**config.mk**
```make
export PLATFORM = sky130hd
export DESIGN_NAME = video_pixel_shift_and_blank
export DESIGN_NICKNAME = d
export VERILOG_FILES = /design/src/rtl/kangaroo_video_pkg.sv /design/src/rtl/video_sync_delay_line.sv /design/src/rtl/video_pixel_shift_and_blank.sv
export SDC_FILE = /design/constraint.sdc
export NUM_CORES = 1
export LEC_CHECK = 0
export ABC_AREA = 1
export ABC_CLOCK_PERIOD_IN_PS = 2800
export BUFFER_PORTS_ARGS = -buffer_cell sky130_fd_sc_hd__buf_4
export CAP_MARGIN = 40
export CORE_MARGIN = 2
export CORE_UTILIZATION = 30
export DETAILED_ROUTE_END_ITERATION = 10
export GPL_TIMING_DRIVEN = 0
export PLACE_DENSITY = 0.54
export SLEW_MARGIN = 0
export SYNTH_ARGS = -nofsm -noshare
export SYNTH_HDL_FRONTEND = slang
export SYNTH_SLANG_ARGS = --single-unit
export TNS_END_PERCENT = 100
```
**constraint.sdc**
```tcl
create_clock -name CLOCK_10MHZ -period 2.8 [get_ports CLOCK_10MHZ]
set_input_delay 0.56 -clock CLOCK_10MHZ [delete_from_list [all_inputs] [get_ports CLOCK_10MHZ]]
set_output_delay 0.56 -clock CLOCK_10MHZ [all_outputs]
set_load 0.01 [all_outputs]
```
**src/rtl/kangaroo_video_pkg.sv**
```systemverilog
// Shared types and defaults for the video read-side pixel path.
package kangaroo_video_pkg;

  localparam int DEFAULT_DATA_WIDTH = 8;

  typedef enum logic {
    ST_IDLE = 1'b0,
    ST_RUN  = 1'b1
  } state_t;

endpackage

```
**src/rtl/video_sync_delay_line.sv**
```systemverilog
// Fixed-depth delay line for an active-low sync; reset fills it with 1 (inactive).
module video_sync_delay_line #(
  parameter int DEPTH = 2
) (
  input  logic clk,
  input  logic reset,
  input  logic din,
  output logic dout
);

  generate
    if (DEPTH == 1) begin : g_single
      logic stage;
      always_ff @(posedge clk) begin
        if (reset) stage <= 1'b1;
        else       stage <= din;
      end
      assign dout = stage;
    end else begin : g_chain
      logic [DEPTH-1:0] chain;
      always_ff @(posedge clk) begin
        if (reset) chain <= '1;
        else       chain <= {chain[DEPTH-2:0], din};
      end
      assign dout = chain[DEPTH-1];
    end
  endgenerate

endmodule

```
**src/rtl/video_pixel_shift_and_blank.sv**
```systemverilog
// Double-buffered VRAM byte serialiser with blanking, VSYNC realignment and under/overrun flags.
// Optional inverse video is compiled in when VIDEO_INVERSE_EN is defined.
module video_pixel_shift_and_blank
  import kangaroo_video_pkg::*;
#(
  parameter int DATA_WIDTH = DEFAULT_DATA_WIDTH,
  parameter int SYNC_DELAY = 2,
  parameter int FRAME_W    = 6
) (
  input  logic                  CLOCK_10MHZ,
  input  logic                  RESET,
  input  logic                  LD_SFT_AL,
  input  logic                  SFT_AL,
  input  logic [DATA_WIDTH-1:0] VRAM_DATA,
  input  logic                  BLANK_AL,
  input  logic                  VSYNC_AL,
  input  logic                  INVERT,
  input  logic                  STATUS_CLR,
  output logic                  VIDEO_OUT,
  output logic                  VSYNC_OUT_AL,
  output logic [FRAME_W-1:0]    FRAME_COUNT,
  output logic                  UNDERRUN,
  output logic                  OVERRUN
);

  localparam int CNT_W = $clog2(DATA_WIDTH + 1);

  state_t                state, state_next;
  logic                  ld_q, vs_q, blank_q;
  logic [DATA_WIDTH-1:0] hold, shift_reg;
  logic                  hold_full;
  logic [CNT_W-1:0]      bit_cnt;
  logic                  pix;
  logic [FRAME_W-1:0]    frame_count;
  logic                  underrun_q, overrun_q;

  logic load_evt, vs_fall, tick, transfer, underrun_set, overrun_set;
  logic xfer_bit, shift_bit;

  assign load_evt     = ld_q & ~LD_SFT_AL;
  assign vs_fall      = vs_q & ~VSYNC_AL;
  assign tick         = ~SFT_AL;
  assign transfer     = tick & (bit_cnt == '0) & hold_full & ~vs_fall;
  assign underrun_set = tick & (bit_cnt == '0) & ~hold_full & ~vs_fall & (state == ST_RUN);
  assign overrun_set  = load_evt & hold_full & ~transfer & ~vs_fall;

`ifdef VIDEO_INVERSE_EN
  // Inversion is latched per byte at transfer so a mid-byte INVERT change waits for the next byte.
  logic inv_q;

  always_ff @(posedge CLOCK_10MHZ) begin
    if (RESET)         inv_q <= 1'b0;
    else if (transfer) inv_q <= INVERT;
  end

  always_comb begin
    xfer_bit  = hold[DATA_WIDTH-1] ^ INVERT;
    shift_bit = shift_reg[DATA_WIDTH-1] ^ inv_q;
  end
`else
  logic unused_invert;
  assign unused_invert = INVERT;

  always_comb begin
    xfer_bit  = hold[DATA_WIDTH-1];
    shift_bit = shift_reg[DATA_WIDTH-1];
  end
`endif

  always_ff @(posedge CLOCK_10MHZ) begin
    if (RESET) state <= ST_IDLE;
    else       state <= state_next;
  end

  always_comb begin
    state_next = state;
    if (vs_fall)                            state_next = ST_IDLE;
    else if (state == ST_IDLE && load_evt)  state_next = ST_RUN;
  end

  // A VSYNC falling edge flushes the pipeline and swallows any load or tick in that cycle.
  always_ff @(posedge CLOCK_10MHZ) begin
    if (RESET) begin
      ld_q        <= 1'b1;
      vs_q        <= 1'b1;
      blank_q     <= 1'b0;
      hold        <= '0;
      shift_reg   <= '0;
      hold_full   <= 1'b0;
      bit_cnt     <= '0;
      pix         <= 1'b0;
      frame_count <= '0;
    end else begin
      ld_q    <= LD_SFT_AL;
      vs_q    <= VSYNC_AL;
      blank_q <= BLANK_AL;
      if (vs_fall) begin
        hold_full   <= 1'b0;
        bit_cnt     <= '0;
        frame_count <= frame_count + 1'b1;
      end else begin
        if (tick) begin
          if (bit_cnt != '0) begin
            pix       <= shift_bit;
            shift_reg <= shift_reg << 1;
            bit_cnt   <= bit_cnt - 1'b1;
          end else if (hold_full) begin
            pix       <= xfer_bit;
            shift_reg <= hold << 1;
            bit_cnt   <= CNT_W'(DATA_WIDTH - 1);
          end else begin
            pix <= 1'b0;
          end
        end
        if (load_evt) begin
          hold      <= VRAM_DATA;
          hold_full <= 1'b1;
        end else if (transfer) begin
          hold_full <= 1'b0;
        end
      end
    end
  end

  always_ff @(posedge CLOCK_10MHZ) begin
    if (RESET) begin
      underrun_q <= 1'b0;
      overrun_q  <= 1'b0;
    end else begin
      underrun_q <= STATUS_CLR ? 1'b0 : (underrun_q | underrun_set);
      overrun_q  <= STATUS_CLR ? 1'b0 : (overrun_q | overrun_set);
    end
  end

  video_sync_delay_line #(
    .DEPTH (SYNC_DELAY)
  ) u_vsync_delay (
    .clk   (CLOCK_10MHZ),
    .reset (RESET),
    .din   (VSYNC_AL),
    .dout  (VSYNC_OUT_AL)
  );

  assign VIDEO_OUT   = pix & blank_q;
  assign FRAME_COUNT = frame_count;
  assign UNDERRUN    = underrun_q;
  assign OVERRUN     = overrun_q;

endmodule

```
* Word-level counts from Yosys, hierarchy flattened
Index checks and enable logic that the tools add are counted.
** Word-level totals
- Bits of input ports :: 16
- Bits in latches :: 0
- ROM bits :: 0
- Register bits after elaboration :: 36
- Memory bits (writable) :: 0
- Memories :: 0
- Output and inout port bits :: 10
- Word-level logic and storage cells :: 55
** Cells by class
- Reduce and logical (&&, ||, !) cells :: 11
- Order comparisons :: 0
- Multiply operators :: 0
- Equal/unequal tests :: 0
- Divide/modulo/power cells :: 0
- Bitwise gates (word level) :: 21
- Shift-type cells :: 0
- Mux-type cells :: 8
- $add $sub $neg :: 2
** Operator list (number)
- $mux 8 :: 2
- $and 1x1->1 :: 12
- $mux 4 :: 2
- $not 1->1 :: 7
- $add 6x1->6 const B :: 1
- $reduce_and 2->1 :: 3
- $logic_not 4->1 :: 1
- $mux 1 :: 4
- $reduce_bool 2->1 :: 2
- $reduce_bool 4->1 :: 1
- $reduce_or 2->1 :: 2
- $sub 4x1->4 const B :: 1
- $reduce_and 3->1 :: 1
- $or 1x1->1 :: 2
- $logic_and 1x1->1 :: 1

* Logic depth before layout (Yosys ltp)
Gate-level depths: netlist of run 1.
- Word-level depth :: 8
- Depth in mapped cells :: 9
- Depth with buffers taken out :: 8

* Hierarchy
Synthesis of run 1 repeated with hierarchy kept, for this count alone.
** Second synthesis, totals
- Cells, all modules :: 223
- Area total of the unflattened synthesis :: 1531.5 um^2
** By module, submodules not included
- video_pixel_shift_and_blank :: times used 1, area each 1472.7 um^2, seq. area each 660.6 um^2, cells each 216
- video_sync_delay_line :: times used 1, area each 58.8 um^2, seq. area each 40.0 um^2, cells each 7

* Worst setup path after synthesis of run 1
OpenSTA, ideal clock, no wires.
- Kind :: input -> register
- From :: in LD_SFT_AL
- To :: reg hold[0]
- Library setup time :: 0.116 ns
- Required time :: 2.684 ns
- Setup slack :: 1.495 ns
- Arrival :: 1.190 ns
- Stages on the path :: 6
- Cell sequence :: inv_1 -> nand2_1 -> nor2_2 -> inv_1 -> nor2_1 -> nor2_1
** On the way
- Word-level cells in the longest chain between the ends :: 3
** Ends and longest elaborated chain
- start, declared :: RTL line video_pixel_shift_and_blank.sv:12 : input logic LD_SFT_AL,
- $not 1->1 :: RTL line video_pixel_shift_and_blank.sv:40 : assign load_evt = ld_q & ~LD_SFT_AL;
- $and 1x1->1 :: RTL line video_pixel_shift_and_blank.sv:40
- $reduce_and 2->1 (no source line)
- end signal, assigned :: RTL line video_pixel_shift_and_blank.sv:87 : hold <= '0;
- end signal, assigned :: RTL line video_pixel_shift_and_blank.sv:116 : hold <= VRAM_DATA;
- end, declared :: RTL line video_pixel_shift_and_blank.sv:30 : logic [DATA_WIDTH-1:0] hold, shift_reg;
Every way passes these cells.
A chain may end at the register's enable or synchronous reset.

* Worst setup path after layout of run 1
- From :: reg bit_cnt[0]
- To :: reg shift_reg[4]
** On the way
- Word-level cells in the longest chain between the ends :: 3
- Elaborated cells on any way between the ends :: 4
** Ends and longest elaborated chain
- start, declared :: RTL line video_pixel_shift_and_blank.sv:32 : logic [CNT_W-1:0] bit_cnt;
- start signal, assigned :: RTL line video_pixel_shift_and_blank.sv:106 : bit_cnt <= bit_cnt - 1'b1;
- start signal, assigned :: RTL line video_pixel_shift_and_blank.sv:110 : bit_cnt <= CNT_W'(DATA_WIDTH - 1);
- $reduce_bool 4->1 (*) :: RTL line video_pixel_shift_and_blank.sv:103 : if (bit_cnt != '0) begin
- $reduce_bool 2->1 (no source line)
- $reduce_and 3->1 (no source line)
- end signal, assigned :: RTL line video_pixel_shift_and_blank.sv:105 : shift_reg <= shift_reg << 1;
- end signal, assigned :: RTL line video_pixel_shift_and_blank.sv:109 : shift_reg <= hold << 1;
- end, declared :: RTL line video_pixel_shift_and_blank.sv:30
Mark *: on every way between the ends. The rest lies on a longest branch, timed or not.

==> impl_summary.md, run 1 <==
Outcome
The run finished with clean final reports.

Route
Summed over all nets, wire length on met3 after detailed routing comes to 131 microns. The iteration count of the initial detailed-routing pass is 4. The routed length on met1 is 1.60 mm. In this run, the number of DRC markers left after iteration 0 of detailed routing was 46. The number of nets still failing antenna checks after routing is 0. The number of design rule violations left after detail routing is 0. Summed over all layers, the routed wires come to 3.04 mm.

The top routing layer in use is met4. The via density per instance is 4.15. Summing over every cut layer, the via total after detailed routing is 1317. Detailed routing placed a total of around 1.2 mm of wire on met2.

After detailed routing, the average wire length per cell comes to 9.58 microns.

Setup path
The worst setup path is launched from a flip-flop. In this run the worst path has a maximum fanout of 10. The required time at the worst-slack endpoint is about 3.0 ns.

By startpoint and endpoint, the worst setup path is classified as flip-flop to flip-flop. STA classifies the critical path endpoint as a flip-flop. The critical path data arrival time is roughly 1.7 ns.

Clock tree
For the worst-skew pair, the clock arrives at the later sink with an insertion delay of 0.28 ns. The number of hold buffers added after CTS is 0. The clock net in this run drives a total of 34 sinks. The longest clock path from root to sink contains 2 buffers.

The clock tree from TritonCTS is yes. The cell at the root of the clock tree is clkbuf_8. The post-CTS setup repair buffer count is 0. The post-cts repair resize count is 0. The H-tree depth reported by CTS is 2. Clock-pin slew was measured on the worst setup and hold paths at 0.06 ns. The number of buffers created by CTS is 5.

Cells and area
For this run, the number of standard cells in the final layout without fillers is around 320. After filler insertion, the fill cell instance count of the layout stands at 544. The area overhead of the layout relative to synthesis is 24.7%.

The register with the most flip-flops in the layout has 8 of them. The number of nets in the layout is 269. The share of final-layout standard cells stronger than drive strength 1 is 18.0%. The final instance area is 1900 sq um.

The number of antenna repair diodes is 0.

Pwr
The areal power density over the cells is 622 nW/um^2. The leakage power is 0.920 nW. The worst-case IR drop observed on VDD is between 0.2 and 0.3 mV.

Synthesis
The average instance in the mapped netlist occupies 6.96 sq um. The main flop type after synthesis is dfxtp_1. After synthesis, the largest area contributor takes up 44.7% of total cell area.

The gate count of the mapped netlist is 219. Yosys mapped a number of flops with a built-in enable equal to 0. The post-synth design cell area is 1520 sq um. After synthesis the netlist holds a flip-flop and latch count of 34. Of all cell types, the one taking the most synthesized area is dfxtp_1. Of all flip-flops after synthesis, the portion carrying an async set or reset was 0%. The cell with the most instances after synthesis is nand2_1. Of the synthesized area, sequential elements account for between 40 and 50%. Ranked by total cell area, the synthesized netlist is headed by dfxtp_1 45%, nand2_1 13%, nor2_1 12%, inv_1 7.1%, o21ai_0 5.9%. Counting distinct cell types in the post-synthesis netlist gives 21.

The total nets after synthesis is 238. The commonest cells after synthesis are 52 x nand2_1, 48 x nor2_1, 34 x dfxtp_1, 29 x inv_1, 18 x o21ai_0. The Yosys step of the flow raised 0 warnings.

GRT
The number of global-route vias before repair is 1195. The initial antenna violation count came to 0. Global routing consumed, over all layers together, 12.4% of the routing resources.

Entering global routing, the biggest net connects 11 pins. The aggregate global routing overflow is 0. The first global-routing pass estimated approximately 5.3 mm of wire.

STA
The aggregate negative setup slack is 0 ns. The smallest clock period supported by the final layout is computed as 1.44 ns. For this run, the top clock speed supported by timing is about 700 MHz. The final setup skew is about 0.0044 ns. Setup repair after global routing left no endpoint under its margin. The hold violation count in the final report is 0.

The final max-slew violation count was 0. The transition time at the pin with the least slew margin is 0.349 ns. The final period utilization is approximately half. The number of failing setup endpoints in the final timing report is 0.

The worst-case headroom to the max-slew limit is between 70% and 80%.

Placement
In this run, placement finished with an instance count of 310. The standard cell area after detailed placement is 1790 sq um. The congestion estimate from routability-driven global placement came to 0.718. The total of buffers placed on input and output ports is 24.

The detailed placement HPWL is 2.27 mm.

Floorplanning
The floorplan step set the die width to 75.3 microns. The area of the die is around 5700 sq um. The placeable core region is 4820 sq um. The starting utilization of the core area is 31.6%. The height of the chip is 75.3 microns. 26 I/O pins were placed. In this run the core area contains 25 standard-cell rows.

Run
Across the run, the number of max-cap violations was 0.

Hold path
The kind of path behind the tightest hold check is flip-flop to flip-flop.
## through the flow
stage          hold slack, ns  util (%)  setup WS, ns  power (mW)
2_1_floorplan           0.437         -          1.49       0.680
3_3_place_gp            0.439      37.1          1.09       0.737
3_5_place_dp            0.440      37.1          1.12       0.737
4_1_cts                 0.450      39.5          1.33        1.20
5_1_grt                 0.464      39.5          1.16        1.25
6_report                0.445      39.5          1.36        1.18
## kinds of logic (layout without fill, tap and decap cells)
group,Yosys count,after routing,share of synthesized area [%]
adders and majority gates,3,3,2.46
xor gates and xnor gates,1,1,0.575
buffers and inverters,36,67,10.2
and+or+nand+nor,117,117,32.9
DFF,34,34,44.7
AOI/OAI and AO/OA,28,28,9.20
## layout by cell type, fill, tap and decap left out, drive strengths merged
cell,netlist,final
nand2,55,55
nor2,51,51
dfxtp,34,34
inv,31,31
buf,4,28
o21ai,18,18
a21oi,10,10
nand3,7,7
clkbuf,0,6
ha,3,3
nand4,2,2
clkinv,1,1
nor3,1,1
or2,1,1
xnor2,1,1
bufinv,0,1
## final timing paths
| path | slack, ns | cells after the start | start | end |
|---|---|---|---|---|
| max | 1.36 | 9 | bit_cnt[0] | shift_reg[4] |
| min | 0.44 | 2 | UNDERRUN | UNDERRUN |
| min reg2reg | 0.44 | 2 | UNDERRUN | UNDERRUN |
| max reg2reg | 1.36 | 9 | bit_cnt[0] | shift_reg[4] |
## worst max-delay path: stages, from the launching register on
cell     delay (ns)
dfxtp_1        0.32
inv_1          0.10
ha_1           0.24
nand2_1        0.08
nor2_1         0.18
buf_4          0.20
nand2_1        0.06
o21ai_0        0.07
nor2_1         0.05
nor2_1         0.08
## final cells by class
cell class                      instances  area [sq um]  area share [%]
Tap cell                               67          83.8            4.41
Timing Repair Buffer                   24           180            9.48
Sequential cell                        34           681            35.8
Buffer                                  4          33.8            1.78
Inverter                               32           121            6.39
Multi-Input combinational cell        149           688            36.2
Clock inverter                          1          30.0            1.58
Clock buffer                            6          82.6            4.34
## layer usage
layer,GRT usage [%],vias to the layer above
li1,-,730
met1,16.1,559
met2,18.5,21
met3,3.88,7
met4,6.43,0
met5,0,-
## where the power goes
group	internal (mW)	total [mW]	switching, mW
combinational	0.0771	0.190	0.112
clock	0.285	0.458	0.174
sequential	0.515	0.534	0.0187
(Power assumes the default switching activity.)
==> inputs of run 2 (changes only) <==
--- a/config.mk
+++ b/config.mk
@@ -6,14 +6,14 @@
 export NUM_CORES = 1
 export LEC_CHECK = 0
 export ABC_AREA = 1
-export ABC_CLOCK_PERIOD_IN_PS = 2800
+export ABC_CLOCK_PERIOD_IN_PS = 1250
 export BUFFER_PORTS_ARGS = -buffer_cell sky130_fd_sc_hd__buf_4
 export CAP_MARGIN = 40
 export CORE_MARGIN = 2
 export CORE_UTILIZATION = 30
 export DETAILED_ROUTE_END_ITERATION = 10
 export GPL_TIMING_DRIVEN = 0
-export PLACE_DENSITY = 0.54
+export PLACE_DENSITY = 0.56
 export SLEW_MARGIN = 0
 export SYNTH_ARGS = -nofsm -noshare
 export SYNTH_HDL_FRONTEND = slang
==> constraint.sdc (replaced) <==
create_clock -name CLOCK_10MHZ -period 1.25 [get_ports CLOCK_10MHZ]
set_input_delay 0.25 -clock CLOCK_10MHZ [delete_from_list [all_inputs] [get_ports CLOCK_10MHZ]]
set_output_delay 0.25 -clock CLOCK_10MHZ [all_outputs]
set_load 0.01 [all_outputs]
==> run 2 against run 1 <==
Sequential cell count is the same. Routed wire length grew 5.1%. Core utilization grew 2.7 points. Fmax grew 16%. Critical endpoint unchanged. Power grew to 2.5 times the previous value. Global-route usage shrank 0.20 points. Largest power group is now clock. Highest routed layer unchanged. Critical path depth shrank 1. Largest cell class unchanged.
==> impl_summary.md, run 2 (synthesized netlist as in run 1, its figures left out) <==
Placement
The number of instances in the placed design was 310 (unchanged). The placer congestion estimate is 0.782 (+8.8%). The detailed placement HPWL was 2.26 mm (-0.49%). The total of buffers placed on input and output ports is 24 (unchanged).

STA
The final max-slew violation count came to 0 (unchanged). The worst-case headroom to the max-slew limit is 73.9% (-2.6 points). The hold violation count in the final report is 0 (unchanged). The transition time at the pin with the least slew margin was 0.391 ns (+0.0420 ns). The number of failing setup endpoints in the final timing report was 0 (unchanged). The maximum clock rate was 808 MHz (+16%). The post-layout minimum cycle time is 1.24 ns (-0.201 ns). The final period utilization came to 99.0% (+48 points). Setup repair after global routing could not meet its margin everywhere.

The final setup skew is 0.00631 ns (+0.00187 ns).

Route
The via density per instance was 4.19 (+0.83%). The iteration count of the initial detailed-routing pass is 4 (unchanged). The total wire length was 3.19 mm (+5.1%).

The violation count after the first detailed-route iteration is 59 (+28%). The wire length per cell is 9.88 microns (+3.2%). The number of nets still failing antenna checks after routing came to 0 (unchanged).

The via total after detailed routing is 1353 (+2.7%). The number of design rule violations left after detail routing is 0 (unchanged).

Clock tree
Clock tree synthesis selected as its root buffer the cell clkbuf_8. The clock tree buffer depth is 2 (unchanged). The count of clock tree sinks came to 34 (unchanged). The H-tree depth reported by CTS is 2 (unchanged).

The clock latency reported for the late side of the worst-skew pair is 0.29 ns (about the same). The clock tree from TritonCTS is yes. The number of buffers created by CTS is 5 (unchanged). The number of hold buffers added after CTS was 0 (unchanged). The clock-pin slew of the registers on the worst-case setup and hold paths is 0.07 ns (about the same).

Hold path
The kind of path behind the tightest hold check is input pin to flip-flop.

Floorplanning
The I/O pin total is 26 (unchanged). The floorplan die width is 75.3 microns (unchanged). The number of placement rows came to 25 (unchanged).

The starting utilization of the core area is 31.6% (unchanged). The placeable core region is 4820 sq um (unchanged). The height of the chip was 75.3 microns (unchanged).

The area of the die is 5670 sq um (unchanged).

Setup path
The number of buffers and inverters on the critical path came to 2 (unchanged). The cell class contributing the biggest share of worst-path delay is flip-flops. The worst setup path is launched from a flip-flop.

The required time at the worst-slack endpoint is 1.44 ns (-1.58 ns). The critical path data arrival time is 1.43 ns (-0.23 ns). The maximum single-stage delay on the critical path is 0.33 ns (about the same). The cell repeated most along the worst path is nor2_1. The register-to-register setup slack came to 0.01 ns (-1.35 ns).

The maximum fanout along the worst path was 5 (-5). The kind of end point of the critical path is a flip-flop. The slowest stage of the critical path is the dfxtp_2 cell.

The critical path class is flip-flop to flip-flop. Traced cell by cell, the critical path runs through inv_2 -> ha_4 -> nand2_1 -> nor2_4 -> buf_4 -> o21ai_0 -> nor2_1 -> nor2_1.

GRT
The number of global-route vias before repair is 1192 (-0.25%). The aggregate global routing overflow came to 0 (unchanged). The wire length of the first global-routing pass is 5.15 mm (-2.2%). The aggregate global-route resource usage is 12.2% (-0.20 points). The largest net degree at the start of global routing is 12 (+1). The initial antenna violation count is 0 (unchanged).

Outcome
The run finished with clean final reports.

Pwr
The highest ir drop seen on vdd is 0.628 mV (+120%). The leakage power came to 0.959 nW (+4.2%). The areal power density over the cells is 1460 nW/um^2 (+140%).

The total power is 2.97 mW (+150%).

Cells and area
The number of nets in the layout came to 274 (+1.9%). The flip-flop count of the largest register after layout came to 8 (unchanged). The area overhead of the layout relative to synthesis is 33.3%. The library cells used most frequently in the layout, excluding fill and tap cells, are 51 x nand2_1, 41 x nor2_1, 30 x dfxtp_1.

The number of inserted filler cells in the final layout is 542 (-0.37%). The share of final-layout standard cells stronger than drive strength 1 is 26.6% (+8.6 points). The number of antenna repair diodes is 0 (unchanged). The final standard cell count with taps included and fillers excluded is 323 (+1.9%). The commonest non-fill, non-tap cell in the layout is nand2_1.

Run
The number of maximum-capacitance violations was 0 (unchanged).
-- run 2: cell count changes in the layout (fill, tap and decap cells not counted), sizes merged --
cell | previous run | this run
nor2 | 51 | 52
buf | 28 | 32
inv | 31 | 30
bufinv | 1 | 2
clkinvlp | 0 | 1
-- run 2: final timing paths --
path,from,end,depth (start not counted)
max,bit_cnt[0],shift_reg[4],8
min,VRAM_DATA[6],hold[6],3
max reg2reg,bit_cnt[0],shift_reg[4],8
min reg2reg,UNDERRUN,UNDERRUN,2
-- run 2: layout make-up --
class | count | area (sq um) | share of cell area [%]
Clock inverter | 2 | 60.1 | 2.96
Sequential cell | 34 | 686 | 33.7
Timing Repair Buffer | 28 | 210 | 10.3
Tap cell | 67 | 83.8 | 4.13
Buffer | 4 | 37.5 | 1.85
Inverter | 32 | 125 | 6.16
Multi-Input combinational cell | 150 | 747 | 36.8
Clock buffer | 6 | 82.6 | 4.06
-- run 2: what timing repair did --
item,in CTS,in global routing
gates resized for setup,9,16
pin swaps,2,6
endpoints found under the setup margin,15,21
gates cloned,0,2
buffers inserted,1,2
-- run 2: tightest hold or removal path: cells and delay by family --
| kind | cells | cell delay (ns) |
|---|---|---|
| buf+inv | 1 | 0.08 |
| simple gates | 2 | 0.09 |
-- run 2: power breakdown --
| group | internal [mW] | leakage (nW) | switching [mW] |
|---|---|---|---|
| registers | 1.16 | 0.280 | 0.0435 |
| clock network | 0.851 | 0.0714 | 0.413 |
| logic | 0.221 | 0.608 | 0.290 |
-- run 2: per-stage QoR --
stage               hold slack, ns  TNS (ns)  util (%)  instance area (sq um)  setup slack (ns)
floorplan                    0.319         0         -                   1520           0.00846
global route                 0.165    -0.583      42.2                   2030           -0.0697
global placement             0.440     -2.83      37.1                   1790            -0.223
CTS                          0.148         0      40.9                   1970           0.00327
detailed placement           0.440     -2.81      37.1                   1790            -0.227
finish                       0.162         0      42.2                   2030            0.0124
-- run 2: layer usage --
layer / GRT usage (%) / share of wire (%) / vias up
met4: 7.02 / 2.9 / 0
met5: 0 / 0 / -
met3: 3.35 / 3.6 / 8
met1: 16.4 / 51 / 587
li1: - / - / 739
met2: 17.5 / 43 / 19
